**config.mk**
```make
export PLATFORM = sky130hd
export DESIGN_NAME = inst_fetch_buf_flat
export DESIGN_NICKNAME = d
export VERILOG_FILES = /design/src/rtl/inst_fetch_buf_if.sv /design/src/rtl/inst_fetch_buf.sv /design/src/flat_wrapper.sv
export SDC_FILE = /design/constraint.sdc
export NUM_CORES = 1
export LEC_CHECK = 0
export BUFFER_PORTS_ARGS = -buffer_cell sky130_fd_sc_hd__buf_2
export CAP_MARGIN = 20
export CORE_MARGIN = 2
export CORE_UTILIZATION = 42
export DETAILED_ROUTE_END_ITERATION = 7
export PLACE_DENSITY = 0.67
export SLEW_MARGIN = 10
export SYNTH_ARGS = -nofsm -noshare
export SYNTH_HDL_FRONTEND = slang
export SYNTH_SLANG_ARGS = --single-unit
```
**constraint.sdc**
```tcl
create_clock -name clk -period 3.9 [get_ports clk]
set_input_delay 0.195 -clock clk [delete_from_list [all_inputs] [get_ports clk]]
set_output_delay 0.195 -clock clk [all_outputs]
set_load 0.005 [all_outputs]
```
**src/rtl/inst_fetch_buf_if.sv**
```systemverilog
// Fetch buffer bus: instruction-memory request/response channel plus decode-side
// presentation, stall and redirect. The master modport is the fetch buffer side.
interface inst_fetch_buf_if #(
    parameter int unsigned ADDR_W = 32
);
    logic              jump_en_i;
    logic [ADDR_W-1:0] jump_addr_i;
    logic              hold_flag_i;
    logic              inst_req_o;
    logic [ADDR_W-1:0] inst_addr_o;
    logic              inst_gnt_i;
    logic              inst_rvalid_i;
    logic [31:0]       inst_rdata_i;
    logic              inst_valid_o;
    logic [31:0]       inst_o;
    logic [ADDR_W-1:0] if_inst_addr_o;

    modport master (
        input  jump_en_i, jump_addr_i, hold_flag_i,
        input  inst_gnt_i, inst_rvalid_i, inst_rdata_i,
        output inst_req_o, inst_addr_o,
        output inst_valid_o, inst_o, if_inst_addr_o
    );

    modport slave (
        output jump_en_i, jump_addr_i, hold_flag_i,
        output inst_gnt_i, inst_rvalid_i, inst_rdata_i,
        input  inst_req_o, inst_addr_o,
        input  inst_valid_o, inst_o, if_inst_addr_o
    );
endinterface

```
**src/rtl/inst_fetch_buf.sv**
```systemverilog
// Instruction fetch buffer: credit-limited sequential fetch into a DEPTH-entry FIFO with
// jump flush and stale-response discard. Define IFB_BYPASS_EN for same-cycle empty bypass.
module inst_fetch_buf #(
    parameter int unsigned       ADDR_W   = 32,
    parameter int unsigned       DEPTH    = 4,
    parameter logic [ADDR_W-1:0] RESET_PC = '0
) (
    input  logic             clk,
    input  logic             rst,
    inst_fetch_buf_if.master bus
);
    localparam int unsigned      PTR_W   = $clog2(DEPTH);
    localparam int unsigned      CNT_W   = PTR_W + 1;
    localparam logic [CNT_W-1:0] DEPTH_C = CNT_W'(DEPTH);
    localparam logic [31:0]      NOP     = 32'h0000_0013;

    logic [ADDR_W-1:0] pc_q, pc_d;
    logic [31:0]       data_mem [DEPTH];
    logic [ADDR_W-1:0] addr_mem [DEPTH];
    logic [ADDR_W-1:0] aq_mem   [DEPTH];
    logic [PTR_W-1:0]  wr_ptr_q, wr_ptr_d, rd_ptr_q, rd_ptr_d;
    logic [PTR_W-1:0]  aq_wr_ptr_q, aq_wr_ptr_d, aq_rd_ptr_q, aq_rd_ptr_d;
    logic [CNT_W-1:0]  count_q, count_d;
    logic [CNT_W-1:0]  outstanding_q, outstanding_d;
    logic [CNT_W-1:0]  discard_q, discard_d;

    logic              req, fire, kept, byp, fifo_empty;
    logic              out_valid, pop, fifo_pop, push, aq_push;
    logic [CNT_W:0]    credit_used;
    logic [ADDR_W-1:0] aq_head;
    logic [31:0]       inst;
    logic [ADDR_W-1:0] if_addr;

    // NOTE: every always_comb variable gets a default first so no path can infer a latch.
    always_comb begin
        credit_used = {1'b0, count_q} + {1'b0, outstanding_q};
        fifo_empty  = (count_q == '0);
        aq_head     = aq_mem[aq_rd_ptr_q];

        // FIFO slots plus in-flight requests are the credit pool; never overcommit it.
        req  = !rst && (credit_used < {1'b0, DEPTH_C});
        fire = req && bus.inst_gnt_i;
        kept = bus.inst_rvalid_i && (discard_q == '0) && !bus.jump_en_i;
`ifdef IFB_BYPASS_EN
        byp  = kept && fifo_empty;
`else
        byp  = 1'b0;
`endif
        out_valid = !rst && !bus.jump_en_i && (!fifo_empty || byp);
        inst      = NOP;
        if_addr   = '0;
        if (out_valid) begin
            inst    = fifo_empty ? bus.inst_rdata_i : data_mem[rd_ptr_q];
            if_addr = fifo_empty ? aq_head : addr_mem[rd_ptr_q];
        end

        pop      = out_valid && !bus.hold_flag_i;
        fifo_pop = pop && !fifo_empty;
        push     = kept && !(byp && pop);
        aq_push  = fire && !bus.jump_en_i;

        pc_d          = fire ? pc_q + ADDR_W'(4) : pc_q;
        wr_ptr_d      = push ? wr_ptr_q + PTR_W'(1) : wr_ptr_q;
        rd_ptr_d      = fifo_pop ? rd_ptr_q + PTR_W'(1) : rd_ptr_q;
        aq_wr_ptr_d   = aq_push ? aq_wr_ptr_q + PTR_W'(1) : aq_wr_ptr_q;
        aq_rd_ptr_d   = kept ? aq_rd_ptr_q + PTR_W'(1) : aq_rd_ptr_q;
        count_d       = count_q + CNT_W'(push) - CNT_W'(fifo_pop);
        outstanding_d = outstanding_q + CNT_W'(fire) - CNT_W'(bus.inst_rvalid_i);
        discard_d     = (bus.inst_rvalid_i && discard_q != '0) ? discard_q - CNT_W'(1) : discard_q;

        // Everything still in flight after this cycle belongs to the old path.
        if (bus.jump_en_i) begin
            pc_d        = bus.jump_addr_i;
            wr_ptr_d    = '0;
            rd_ptr_d    = '0;
            aq_wr_ptr_d = '0;
            aq_rd_ptr_d = '0;
            count_d     = '0;
            discard_d   = outstanding_d;
        end
    end

    assign bus.inst_req_o     = req;
    assign bus.inst_addr_o    = pc_q;
    assign bus.inst_valid_o   = out_valid;
    assign bus.inst_o         = inst;
    assign bus.if_inst_addr_o = if_addr;

    // NOTE: payload storage has no reset; pointers and counts alone define which entries are live.
    always_ff @(posedge clk) begin
        if (push) begin
            data_mem[wr_ptr_q] <= bus.inst_rdata_i;
            addr_mem[wr_ptr_q] <= aq_head;
        end
        if (aq_push) begin
            aq_mem[aq_wr_ptr_q] <= pc_q;
        end
    end

    // NOTE: sequential state uses non-blocking assignments so all registers update together.
    always_ff @(posedge clk or posedge rst) begin
        if (rst) begin
            pc_q          <= RESET_PC;
            wr_ptr_q      <= '0;
            rd_ptr_q      <= '0;
            aq_wr_ptr_q   <= '0;
            aq_rd_ptr_q   <= '0;
            count_q       <= '0;
            outstanding_q <= '0;
            discard_q     <= '0;
        end else begin
            pc_q          <= pc_d;
            wr_ptr_q      <= wr_ptr_d;
            rd_ptr_q      <= rd_ptr_d;
            aq_wr_ptr_q   <= aq_wr_ptr_d;
            aq_rd_ptr_q   <= aq_rd_ptr_d;
            count_q       <= count_d;
            outstanding_q <= outstanding_d;
            discard_q     <= discard_d;
        end
    end
endmodule

```
**src/flat_wrapper.sv**
```systemverilog
// flat-port wrapper written by rule: the top's interface ports become plain ports
module inst_fetch_buf_flat 
#(
    parameter int unsigned       ADDR_W   = 32,
    parameter int unsigned       DEPTH    = 4,
    parameter logic [ADDR_W-1:0] RESET_PC = '0
)
  (clk, rst, bus_jump_en_i, bus_jump_addr_i, bus_hold_flag_i, bus_inst_gnt_i, bus_inst_rvalid_i, bus_inst_rdata_i, bus_inst_req_o, bus_inst_addr_o, bus_inst_valid_o, bus_inst_o, bus_if_inst_addr_o);
  inst_fetch_buf_if #(.ADDR_W(ADDR_W)) bus_i ();
  input  logic clk;
  input  logic rst;
  input wire logic [$bits(bus_i.jump_en_i)-1:0] bus_jump_en_i;
  input wire logic [$bits(bus_i.jump_addr_i)-1:0] bus_jump_addr_i;
  input wire logic [$bits(bus_i.hold_flag_i)-1:0] bus_hold_flag_i;
  input wire logic [$bits(bus_i.inst_gnt_i)-1:0] bus_inst_gnt_i;
  input wire logic [$bits(bus_i.inst_rvalid_i)-1:0] bus_inst_rvalid_i;
  input wire logic [$bits(bus_i.inst_rdata_i)-1:0] bus_inst_rdata_i;
  output wire logic [$bits(bus_i.inst_req_o)-1:0] bus_inst_req_o;
  output wire logic [$bits(bus_i.inst_addr_o)-1:0] bus_inst_addr_o;
  output wire logic [$bits(bus_i.inst_valid_o)-1:0] bus_inst_valid_o;
  output wire logic [$bits(bus_i.inst_o)-1:0] bus_inst_o;
  output wire logic [$bits(bus_i.if_inst_addr_o)-1:0] bus_if_inst_addr_o;
  assign bus_i.jump_en_i = bus_jump_en_i;
  assign bus_i.jump_addr_i = bus_jump_addr_i;
  assign bus_i.hold_flag_i = bus_hold_flag_i;
  assign bus_i.inst_gnt_i = bus_inst_gnt_i;
  assign bus_i.inst_rvalid_i = bus_inst_rvalid_i;
  assign bus_i.inst_rdata_i = bus_inst_rdata_i;
  assign bus_inst_req_o = bus_i.inst_req_o;
  assign bus_inst_addr_o = bus_i.inst_addr_o;
  assign bus_inst_valid_o = bus_i.inst_valid_o;
  assign bus_inst_o = bus_i.inst_o;
  assign bus_if_inst_addr_o = bus_i.if_inst_addr_o;
  inst_fetch_buf #(.ADDR_W(ADDR_W), .DEPTH(DEPTH), .RESET_PC(RESET_PC)) u_core (.clk(clk), .rst(rst), .bus(bus_i));
endmodule
```
==> metrics.md <==
| Metric | Value |
|---|---|
| Status | complete, no violations |
| Initial Util | 42.6% |
| CP required | 3.70 ns |
| Number of synthesized flops with an enable pin | 384 |
| Area of the mapped netlist | 17400 µm² |
| Critical path type | flip-flop to output pin |
| Drt initial violations | about 630 |
| Final WL | 36600 µm |
| Detailed Routing Iterations Pass 1 | 4 |
| Unrepaired setup endpoints after global routing | no |
| Synth warnings | 0 |
| Most numerous cell in the Yosys netlist | edfxtp_1 |
| Highest Signal Layer | met5 |
| Clock power share | 37.7% |
| Rows | 74 |
| Post-synth ARST share | between 10% and 20% |
| DRT met1 WL | 16000 µm |
| Final critical-path share of the clock period | approximately three quarters |
| R2r setup slk | between 1 and 1.5 ns |
| Clock sink count | 433 |
| Full die area | around 43000 µm² |
| Clock buffer depth | 3 |
| GPL Wtd Cong | 0.859 |
| Routed len/inst | 20.9 µm |
| Finished Cell Area | 21100 µm² |
| Switching Fraction | 23.5% |
| Syn_nets | 1014 |
| Gate power share | 11.2% |
| First-pass GRT wire length | 56600 µm |
| Pwr dens | 521 nW/µm² |
| Overflow after GRT | 0 |
| FF+latch count, synth | 433 |
| Leakage Power | 7.15 nW |
| Max IR drop VDD | 0.326 mV |
| Critical Path AT | 2.72 ns |
| Port Buffers | 167 |
| Wire length on met2 | approximately 18000 µm |
| CTS Buf Count | 46 |
| Area leader, netlist | edfxtp_1 |
| Gr usage total | 17.2% |
| Pin count of the biggest net entering global routing | 70 |
| Min Tclk post-route | 2.92 ns |
| End of the critical path | bus_inst_o[27] |
| Worst skew pair latency | between 0.5 and 0.6 ns |
| Clock-pin transition on the worst setup and hold timing paths | approximately 0.06 ns |
| Sw power | 0.00258 W |
| Max cap viols | 0 |
| Detail Route met3 WL | between 1500 and 2000 µm |
| Share of layout cells above drive strength 1 | 30.5% |
| Internal | 0.00840 W |
| Root Driver | clkbuf_16 |
| Worst setup margin | between 0.9 and 1 ns |
| CP Capture Type | output pin |
| # IOs | 168 |
| Post-layout util | 51.6% |
| H-tree depth | 2 |
| Sequential Power Share | 51.1% |
| Setup TNS | 0 ns |
| Post-Route Skew | 0.0124 ns |
| Final Hold Fails | 0 |
| CTS tree | yes |
| Avg Cell Area, Syn | 18.8 µm² |
| Synthesized instance count | 925 |
| Reg2reg path depth | 10 |
| Antenna Violating Nets Remaining | 0 |
| CTS Hold Bufs | 66 |
| Placed Area | 18900 µm² |
| Worst-margin pin slew | a little over 0.9 ns |
| Via count | 9388 |
| Reg2Reg Capture Point | u_core.discard_q[2]$_DFFE_PP0P_ |
| Crit Path Max Fanout | 33 |
| Slew headroom | between 30% and 40% |
| Die Span Y | 208 µm |
| Worst min path class | primary input to flip-flop |
| Area contributors post-synth | edfxtp_1 (66%), mux4_2 (12%), dfrtp_1 (7.0%) |
| List of most frequent post-synthesis cells | edfxtp_1 (384), mux4_2 (96), nor2b_1 (70) |
| Seq/Total Area, Yosys | between 70% and 80% |
| CTS resizes | 0 |
| Ys flop type | edfxtp_1 |
| Post-DP HPWL | about 22000 µm |
| RR Startpoint | u_core.count_q[2]$_DFF_PP0_ |
| CP startpoint | u_core.rd_ptr_q[0]$_DFFE_PP0P_ |
| Core ar. | 40800 µm² |
| Fmax | 342 MHz |
| Hold_ws | 0.0864 ns |
| Synth top area share | 66.3% |
| Final net count | 1271 |
| Initial antenna violation count | 1 |
| Unique masters post-synth | 53 |
| Setup violators final | 0 |
| Drt via density | 5.36 |
| DIE WIDTH | 208 µm |
| Area delta synth->final | 21.1% |
| Place WS | 1.18 ns |
| Setup Buffers After CTS | 0 |
| Worst setup SP type | flip-flop |
| Final Max Tran Viols | 0 |
| Drt drc | 0 |
| Vias in the first global route | a little under 10000 |
| Final-layout fill cell count | 3285 |
-- per-stage QoR --
step | power (W) | instances
2_1_floorplan | 0.00643 | 925
3_3_place_gp | 0.00686 | 1599
3_5_place_dp | 0.00690 | 1600
4_1_cts | 0.0111 | 1752
5_1_grt | 0.0114 | 1752
6_report | 0.0110 | 1753
-- worst max-delay path, cell delays in order (launching register included) --
cell	delay [ns]
dfrtp_4	0.89
buf_4	0.40
mux4_2	0.53
nor2b_1	0.15
buf_2	0.17
-- sequential cells by signal, summed over array words and instances (netlist names) --
name / flops
u_core.addr_mem: 128
u_core.aq_mem: 128
u_core.aq_rd_ptr_q: 2
u_core.aq_wr_ptr_q: 2
u_core.bus.inst_addr_o: 32
u_core.count_q: 3
u_core.data_mem: 128
u_core.discard_q: 3
u_core.outstanding_q: 3
u_core.rd_ptr_q: 2
u_core.wr_ptr_q: 2
-- cell type report --
class,count,area [µm²],share of cell area (%)
clock buffers,65,1320,6.25
well taps,532,666,3.16
multi-input cells,420,4390,20.8
repair buffers,256,1690,8.04
flip-flops and latches,433,12800,60.6
clock inverters,21,136,0.647
inverters,25,93.8,0.445
diodes,1,2.50,0.0119
-- power by group through the flow --
stage | combinational (W) | sequential, W | clock (W)
6_report | 0.00123 | 0.00561 | 0.00414
5_1_grt | 0.00136 | 0.00564 | 0.00443
4_1_cts | 0.00125 | 0.00561 | 0.00425
3_5_place_dp | 0.00119 | 0.00571 | 0
3_3_place_gp | 0.00117 | 0.00569 | 0
2_1_floorplan | 0.000874 | 0.00556 | 0
-- layout by cell type (no fill, tap or decap), types with 10 or more instances in the layout --
cell	instances
clkbuf_1	13
mux4_2	96
dfrtp_1	45
nand4_1	18
or4_1	11
nand3_1	22
o21ai_0	13
clkbuf_16	49
inv_1	23
buf_4	21
ha_1	17
a31oi_1	15
buf_2	167
o31ai_1	15
nor2b_1	70
nor2_1	27
xnor2_1	10
edfxtp_1	384
nand2_1	18
dlygate4sd3_1	66
-- worst min-delay path by stage --
| stage | startpoint | endpoint | slack (ns) | cells after the start |
|---|---|---|---|---|
| after floorplan | bus_hold_flag_i | u_core.rd_ptr_q[0]$_DFFE_PP0P_ | 0.29 | 1 |
| after global placement | bus_jump_addr_i[6] | u_core.bus.inst_addr_o[6]$_DFFE_PP0P_ | 0.40 | 3 |
| after detailed placement | bus_jump_addr_i[6] | u_core.bus.inst_addr_o[6]$_DFFE_PP0P_ | 0.41 | 3 |
| after CTS | bus_inst_gnt_i | u_core.bus.inst_addr_o[19]$_DFFE_PP0P_ | 0.04 | 4 |
| after global routing | bus_inst_gnt_i | u_core.bus.inst_addr_o[19]$_DFFE_PP0P_ | 0.10 | 4 |
| final | bus_inst_gnt_i | u_core.bus.inst_addr_o[19]$_DFFE_PP0P_ | 0.09 | 4 |
-- layer usage --
layer	up-vias	global-route usage, %
li1	4255	-
met1	4778	24.3
met2	294	27.4
met3	59	2.65
met4	2	5.81
met5	-	0
-- kinds of logic (layout without fill, tap and decap cells) --
group / Yosys count / in the layout / synth area share (%)
other: 0 / 1 / 0
adder cells (fa/ha/maj): 19 / 19 / 1.45
multiplexers: 101 / 101 / 12.7
flip-flops: 433 / 433 / 73.3
buffers and inverters: 72 / 367 / 1.61
AND/OR/NAND/NOR: 217 / 217 / 7.46
AO/OA/AOI/OAI: 69 / 69 / 2.73
XOR/XNOR: 14 / 14 / 0.705
Power figures use the tool's default switching activity.
